### config.mk
export PLATFORM = sky130hd
export DESIGN_NAME = fpa_normalize_pack
export DESIGN_NICKNAME = d
export VERILOG_FILES = /design/src/rtl/fpa_normalize_pack.sv
export SDC_FILE = /design/constraint.sdc
export NUM_CORES = 1
export LEC_CHECK = 0
export ABC_AREA = 0
export BUFFER_PORTS_ARGS = -buffer_cell sky130_fd_sc_hd__buf_4
export CELL_PAD_IN_SITES_DETAIL_PLACEMENT = 1
export CELL_PAD_IN_SITES_GLOBAL_PLACEMENT = 1
export CORE_ASPECT_RATIO = 1.2
export CORE_MARGIN = 2
export CORE_UTILIZATION = 45
export CTS_BUF_LIST = sky130_fd_sc_hd__clkbuf_4 sky130_fd_sc_hd__clkbuf_8 sky130_fd_sc_hd__clkbuf_16
export DETAILED_ROUTE_END_ITERATION = 10
export PLACE_DENSITY = 0.9
export SETUP_SLACK_MARGIN = 0.15
export SLEW_MARGIN = 20
export SYNTH_ARGS = -nofsm -noshare
export SYNTH_HDL_FRONTEND = slang
export SYNTH_SLANG_ARGS = --single-unit
### constraint.sdc
create_clock -name clk -period 4.6 [get_ports clk]
set_clock_uncertainty 0.1 [all_clocks]
set_input_delay 1.15 -clock clk [delete_from_list [all_inputs] [get_ports clk]]
set_output_delay 1.15 -clock clk [all_outputs]
set_load 0.02 [all_outputs]
### src/rtl/fpa_normalize_pack.sv
// Purpose: FP adder back end; normalizes the raw mantissa sum, applies exponent
//          exception rules and packs an IEEE-754 single-precision word.
// Latency: 3 stages; a beat captured at edge N is consumed downstream at edge N+3.
// Backpressure: valid/ready; a stage loads when empty or when the next stage loads.
//          in_ready is the only combinational output.
//
// Ports:
//   clk, reset          rising-edge clock, asynchronous active-high reset
//   in_valid/in_ready   upstream handshake
//   in_sign             result sign from the add stage
//   in_exp[7:0]         larger operand's biased exponent (pre-normalization)
//   in_man[31:0]        adder sum. The carry sits at bit 24 and the hidden 1 at
//                       bit 23, so a 1.0+1.0 sum (32'h0100_0000) takes the carry
//                       path. Bits 31:25 are ignored.
//   out_valid/out_ready downstream handshake
//   out_result[31:0]    {sign, exp[7:0], frac[22:0]}
//   out_flags[2:0]      {overflow, underflow, zero}. This port exists only when
//                       FPA_FLAGS_EN is defined.
module fpa_normalize_pack (
    input  logic        clk,
    input  logic        reset,
    input  logic        in_valid,
    output logic        in_ready,
    input  logic        in_sign,
    input  logic [7:0]  in_exp,
    input  logic [31:0] in_man,
    output logic        out_valid,
    input  logic        out_ready,
    output logic [31:0] out_result
`ifdef FPA_FLAGS_EN
    ,
    output logic [2:0]  out_flags
`endif
);

    // Pipeline advance chain. A stage loads when it is empty or when its
    // successor loads in the same cycle. A full pipe can therefore accept a
    // beat and drain one in the same cycle.
    logic v1, v2, v3;
    logic adv1, adv2, adv3;

    assign adv3      = !v3 || out_ready;
    assign adv2      = !v2 || adv3;
    assign adv1      = !v1 || adv2;
    assign in_ready  = adv1;
    assign out_valid = v3;

    // The bits above the carry carry no information.
    logic unused_man_hi;
    assign unused_man_hi = ^in_man[31:25];

    // ---------------- stage 1: capture ----------------
    logic        s1_sign, s1_zero, s1_inf;
    logic [7:0]  s1_exp;
    logic [24:0] s1_man;

    always_ff @(posedge clk or posedge reset) begin
        if (reset) begin
            v1      <= 1'b0;
            s1_sign <= 1'b0;
            s1_zero <= 1'b0;
            s1_inf  <= 1'b0;
            s1_exp  <= 8'h00;
            s1_man  <= 25'h0;
        end else if (adv1) begin
            v1 <= in_valid;
            if (in_valid) begin
                s1_sign <= in_sign;
                s1_exp  <= in_exp;
                s1_man  <= in_man[24:0];
                s1_zero <= (in_man[24:0] == 25'h0);
                s1_inf  <= (in_exp == 8'hFF);
            end
        end
    end

    // ---------------- stage 2: normalize ----------------
    logic              carry;
    logic [4:0]        lz;
    logic              lz_found;
    logic [22:0]       shifted;
    logic [22:0]       norm_frac;
    logic signed [9:0] norm_exp;

    assign carry = s1_man[24];

    // Leading-zero count over the 24 bits below the carry. An all-zero field is
    // flagged as is_zero and never reaches the pack, so lz stays within 0..23.
    always_comb begin
        lz       = 5'd0;
        lz_found = 1'b0;
        for (int i = 23; i >= 0; i--) begin
            if (!lz_found && s1_man[i]) begin
                lz       = 5'(23 - i);
                lz_found = 1'b1;
            end
        end
    end

    // Only the bits below the hidden 1 matter after the shift.
    assign shifted   = s1_man[22:0] << lz;
    assign norm_frac = carry ? s1_man[23:1] : shifted;
    // The exponent uses 10 signed bits so that 255+1 and 0-23 are both exact.
    assign norm_exp  = carry ? ($signed({2'b00, s1_exp}) + 10'sd1)
                             : ($signed({2'b00, s1_exp}) - $signed({5'b00000, lz}));

    logic              s2_sign, s2_zero, s2_inf;
    logic signed [9:0] s2_exp;
    logic [22:0]       s2_frac;

    always_ff @(posedge clk or posedge reset) begin
        if (reset) begin
            v2      <= 1'b0;
            s2_sign <= 1'b0;
            s2_zero <= 1'b0;
            s2_inf  <= 1'b0;
            s2_exp  <= 10'sd0;
            s2_frac <= 23'h0;
        end else if (adv2) begin
            v2 <= v1;
            if (v1) begin
                s2_sign <= s1_sign;
                s2_zero <= s1_zero;
                s2_inf  <= s1_inf;
                s2_exp  <= norm_exp;
                s2_frac <= norm_frac;
            end
        end
    end

    // ---------------- stage 3: pack and exceptions ----------------
    logic [31:0] pk_result;

    always_comb begin
        pk_result = {s2_sign, s2_exp[7:0], s2_frac};
        if (s2_inf)
            pk_result = {s2_sign, 8'hFF, 23'h0};
        else if (s2_zero)
            pk_result = 32'h0000_0000;
        else if (s2_exp >= 10'sd255)
            pk_result = {s2_sign, 8'hFF, 23'h0};
        else if (s2_exp <= 10'sd0)
            pk_result = {s2_sign, 31'h0};   // denormals flush, sign kept
    end

    always_ff @(posedge clk or posedge reset) begin
        if (reset) begin
            v3         <= 1'b0;
            out_result <= 32'h0;
        end else if (adv3) begin
            v3 <= v2;
            if (v2)
                out_result <= pk_result;
        end
    end

`ifdef FPA_FLAGS_EN
    // The flags follow the same priority as the pack. An infinity input is
    // passed through and does not count as an overflow.
    logic [2:0] pk_flags;

    always_comb begin
        pk_flags = 3'b000;
        if (s2_inf)
            pk_flags = 3'b000;
        else if (s2_zero)
            pk_flags = 3'b001;
        else if (s2_exp >= 10'sd255)
            pk_flags = 3'b100;
        else if (s2_exp <= 10'sd0)
            pk_flags = 3'b010;
    end

    always_ff @(posedge clk or posedge reset) begin
        if (reset)
            out_flags <= 3'b000;
        else if (adv3 && v2)
            out_flags <= pk_flags;
    end
`endif

endmodule

# ---- Yosys cells after proc, flatten, opt, wreduce, memory -nomap -nowiden
# Cells that the tools add are included.
dict set report op_classes {
  muxes 52
  eq_ne 1
  magnitude_cmp 2
  n_shift 1
  addsub 2
  reduce_logical 56
}
# op count
set ops {}
lappend ops {{$mux 5} 22}
lappend ops {{$mux 32} 2}
lappend ops {{$mux 31} 2}
lappend ops {{$logic_not 1->1} 26}
lappend ops {{$logic_not 25->1} 1}
lappend ops {{$mux 1} 24}
lappend ops {{$logic_and 1x1->1} 23}
lappend ops {{$mux 23} 1}
lappend ops {{$shl 23x5->23} 1}
lappend ops {{$ge 10x9->1 const B} 1}
lappend ops {{$le 10x1->1 const B} 1}
lappend ops {{$mux 10} 1}
lappend ops {{$add 8x1->9 const B} 1}
lappend ops {{$sub 8x5->9} 1}
lappend ops {{$eq 8x8->1 const B} 1}
lappend ops {{$reduce_and 2->1} 3}
lappend ops {{$logic_or 1x1->1} 3}
dict set report totals {
  regBits 107
  output_inout_bits 34
  inputBits 45
}

# ---- Depth between registers and ports, before layout
dict set report depth {
  ltp_word 72
  mapped_depth 17
  depth_no_buf 15
}

# ---- Least setup slack after synthesis
# Ideal clock, no wire load.
dict set report synth_timing {
  path_type {reg-to-reg}
  from {reg s1_man[21]}
  to {reg s2_exp[8]}
  t_arrival_ps 3742
  n_path_buf 2
  stages_incl_launch_ff 16
  required_time_ps 4418
  slack_ps 676
  path_cell_list {dfrtp_1 > buf_6 > or4_4 > buf_6 > a2111o_1 > nand3_2 > nand2_2 > inv_1 > ha_1 > inv_1 > fa_1 > a21o_1 > a21o_1 > a211o_1 > or3_1 > a31oi_1}
}
dict set report synth_via {
  elab_chain_len 67
}
# item line_no
set synth_rtl {}
lappend synth_rtl {{from (decl)} 55} ;# logic [24:0] s1_man;
lappend synth_rtl {{from (signal assigned)} 70} ;# s1_man <= in_man[24:0];
lappend synth_rtl {{$logic_and 1x1->1 *} 93} ;# if (!lz_found && s1_man[i]) begin
lappend synth_rtl {{$mux 1} 93}
lappend synth_rtl {{$logic_not 1->1} 93}
lappend synth_rtl {{$logic_and 1x1->1} 93}
lappend synth_rtl {{$mux 1} 93}
lappend synth_rtl {{$logic_not 1->1} 93}
lappend synth_rtl {{$logic_and 1x1->1} 93}
lappend synth_rtl {{$mux 1} 93}
lappend synth_rtl {{[... 51 more ...]} --}
lappend synth_rtl {{$logic_not 1->1} 93}
lappend synth_rtl {{$logic_and 1x1->1} 93}
lappend synth_rtl {{$mux 1} 93}
lappend synth_rtl {{$logic_not 1->1} 93}
lappend synth_rtl {{$logic_and 1x1->1} 93}
lappend synth_rtl {{$mux 5 *} 93}
lappend synth_rtl {{$sub 8x5->9 *} 105} ;# : ($signed({2'b00, s1_exp}) - $signed({5'b00000, lz}));
lappend synth_rtl {{$mux 10 *} 104} ;# assign norm_exp = carry ? ($signed({2'b00, s1_exp}) + 10'sd1)
lappend synth_rtl {{to (signal assigned)} 125} ;# s2_exp <= norm_exp;
lappend synth_rtl {{to (decl)} 108} ;# logic signed [9:0] s2_exp;
# Mark *: on every way between the ends. The rest lies on a longest branch, timed or not.
# A chain may end at the register's enable or synchronous reset.

# ---- Worst setup path after layout
dict set report layout_timing {
  from {reg s1_man[4]}
  to {reg s2_exp[8]}
}
dict set report layout_via {
  elab_chain_len 16
}
# item line_no
set layout_rtl {}
lappend layout_rtl {{$logic_and 1x1->1 *} 93}
lappend layout_rtl {{$mux 1} 93}
lappend layout_rtl {{$logic_not 1->1} 93}
lappend layout_rtl {{$logic_and 1x1->1} 93}
lappend layout_rtl {{$mux 1} 93}
lappend layout_rtl {{$logic_not 1->1} 93}
lappend layout_rtl {{$logic_and 1x1->1} 93}
lappend layout_rtl {{$mux 1} 93}
lappend layout_rtl {{$logic_not 1->1} 93}
lappend layout_rtl {{$logic_and 1x1->1} 93}
lappend layout_rtl {{$mux 1} 93}
lappend layout_rtl {{$logic_not 1->1} 93}
lappend layout_rtl {{$logic_and 1x1->1} 93}
lappend layout_rtl {{$mux 5 *} 93}
lappend layout_rtl {{$sub 8x5->9 *} 105}
lappend layout_rtl {{$mux 10 *} 104}
# Marks and branches as above.

==> impl_metrics.json <==
{
  "diodes": 0,
  "yosysWarnings": 0,
  "syn_nets": 742,
  "overflow": 0,
  "synth-async-reset-ratio": 1.000,
  "num_vias": 5858,
  "port-buffer-count": 71,
  "slew_headroom": 0.3256,
  "peakVddDrop_uv": 170.1,
  "finalHoldViolations": 0,
  "fin_nets": 790,
  "ys_types": 87,
  "cts.sinks": 107,
  "clk_latency_ns": 0.36,
  "wire_per_inst_um": 22.39,
  "fmax_mhz": 239.7,
  "synth_area_per_cell_um2": 9.453,
  "path_buf_inv": 2,
  "die_w_um": 113.9,
  "setup_tns_ns": 0,
  "nFillCells": 1657,
  "fin_cells": 917,
  "period_needed_ns": 4.172,
  "synth.ff_latch_count": 107,
  "grt_usage": 0.2747,
  "syn2layout_area_growth_pct": 14.71,
  "synthTopCellsByArea": "dfrtp_1 (41%), mux2_2 (6.2%), o21ai_0 (3.5%)",
  "final_util": 0.5235,
  "setup_viol": 0,
  "tightest_slew_ns": 1.006,
  "vias_per_cell": 6.388,
  "crit_type": "register to register",
  "synthCells": 690,
  "path_clk_slew_ns": 0.07,
  "dpl_worst_slack_ns": 0.3695,
  "die_area_um2": 15480,
  "antenna_found_initial": 0,
  "dp_hpwl_um": 15670,
  "dp.cells": 901,
  "cpPeakStageDelay_ns": 0.57,
  "startpoint_type": "register",
  "layout-drive-gt1-share": 0.2453,
  "rows": 48,
  "start_util": 0.4563,
  "mappedNetlistArea_um2": 6523,
  "cts_tree": "built",
  "power_density_nw_per_um2": 475.4,
  "yosysMostFrequentCell": "dfrtp_1",
  "hold_path_class": "register to register",
  "required_ns": 4.78,
  "cp-end-kind": "register",
  "p_leak_nw": 3.160,
  "drtIter0Drc": 503,
  "cts_made_buffers": 9,
  "dr.pass1.iters": 5,
  "routed_wl_um": 20530,
  "cp_max_fo": 10,
  "htree_levels": 3,
  "synth_top_area_frac": 0.4105,
  "yosysSeqAreaShare": 0.4105,
  "setup_ws_ns": 0.4278,
  "min_period_over_period": 0.9070,
  "synth-edff-count": 0,
  "coreArea_um2": 14290,
  "synth_top_cell_by_area": "dfrtp_1",
  "place_area_um2": 7151,
  "ant_nets": 0,
  "synthTopCellsByCount": "dfrtp_1 (107), nor2_1 (52), nand2_1 (48)",
  "stdcell_area_um2": 7482,
  "rsz0062_at_grt": "no",
  "chipHeight_um": 135.9,
  "synth_ff_type": "dfrtp_1",
  "drc": 0,
  "slew_viol_final": 0,
  "num_io_pins": 79,
  "grt_pass1_vias": 6085,
  "worstPathArrival_ns": 4.36,
  "rrSetupSlack_ns": 0.43,
  "critPathTopFamily": "compound AO/OA/AOI/OAI gates",
  "globalplace.congestion": 0.9643,
  "grt_max_degree": 82,
  "critPathSlowestCell": "dfrtp_1",
  "grt_pass1_wl_um": 33090,
  "outcome": "completed",
  "clockBufferDepth": 2,
  "clockRootBuffer": "clkbuf_16",
  "max_cap_viol_count": 0,
  "cp_cell_sequence": "or3b_2 -> a31o_2 -> o22a_1 -> nand3_2 -> nand2_2 -> inv_1 -> ha_1 -> inv_1 -> fa_1 -> a21o_1 -> a21o_1 -> a211o_1 -> or3_1 -> a31oi_1"
}
where the power goes:
| group | switching (mW) | leakage, nW | internal (mW) |
|---|---|---|---|
| Clock | 0.355 | 0.153 | 0.455 |
| Sequential | 0.240 | 1.30 | 1.18 |
| Combinational | 0.775 | 1.71 | 0.555 |
| Total | 1.37 | 3.16 | 2.19 |
cells by family (layout without fill, tap and decap cells):
family                     Yosys count  count (layout)  synth area share
AOI/OAI and AO/OA                  226             226            0.2467
and+or+nand+nor                    214             214            0.1740
DFF                                107             107            0.4105
buffers and inverters               76             128           0.05448
muxes                               50              50           0.08632
xor gates and xnor gates            10              10           0.01343
adders and majority gates            7               7           0.01458
through the flow:
stage,hold WS [ns],power [mW]
after floorplan,0.3386,2.263
after global placement,0.3630,2.683
after detailed placement,0.3737,2.744
after CTS,0.3899,3.560
after global routing,0.4109,3.758
final,0.3848,3.557
path summary, 6_finish.rpt:
check	depth (start not counted)	end	startpoint
max	14	s2_exp[8]	s1_man[4]
min	2	s2_frac[0]	s2_frac[0]
max reg2reg	14	s2_exp[8]	s1_man[4]
min reg2reg	2	s2_frac[0]	s2_frac[0]
max in group asynchronous	3	s2_frac[15]	reset
min in group asynchronous	2	s1_zero	reset
cell type report:
class | instances | area [µm²] | area share
Sequential cell | 107 | 2678 | 0.3579
Timing Repair Buffer | 92 | 690.7 | 0.09231
Clock buffer | 11 | 252.7 | 0.03378
Multi-Input combinational cell | 507 | 3505 | 0.4684
Inverter | 21 | 81.33 | 0.01087
Clock inverter | 4 | 56.30 | 0.007525
Tap cell | 175 | 219.0 | 0.02926
metal layers:
metal  global-route usage  wire length [µm]
met5                    0                 0
met4              0.09688               578
met3              0.04146               967
met2               0.4747             10340
met1               0.3513              8645
repair_timing:
action / in CTS / in global routing
hold buffers: 0 / 0
resized for setup: 0 / 2
endpoints found under the setup margin: 0 / 2
setup buffers: 0 / 1
worst min-delay path, cell delays in order (launching register included):
cell and delay [ns]:
dfrtp_1 0.34, nand2_1 0.05, o21ai_0 0.06
state kept, by name, summed over array words and instances, names as in the netlist:
signal,count
out_valid,1
s2_frac,23
v2,1
s2_sign,1
s2_inf,1
s1_exp,8
s1_sign,1
out_result,32
s2_exp,10
s2_zero,1
s1_zero,1
s1_inf,1
s1_man,25
v1,1
cells in the final DEF, fill, tap and decap left out, types with 18 or more instances in the layout:
cell type  netlist  layout
o21ai_0         46      46
mux2_2          36      36
a22o_1          25      25
nand2_1         48      48
buf_4            3      92
inv_1           19      18
dfrtp_1        107     107
nand3_1         19      19
a21oi_1         43      43
nor2_1          52      52
(Power assumes the default switching activity.)
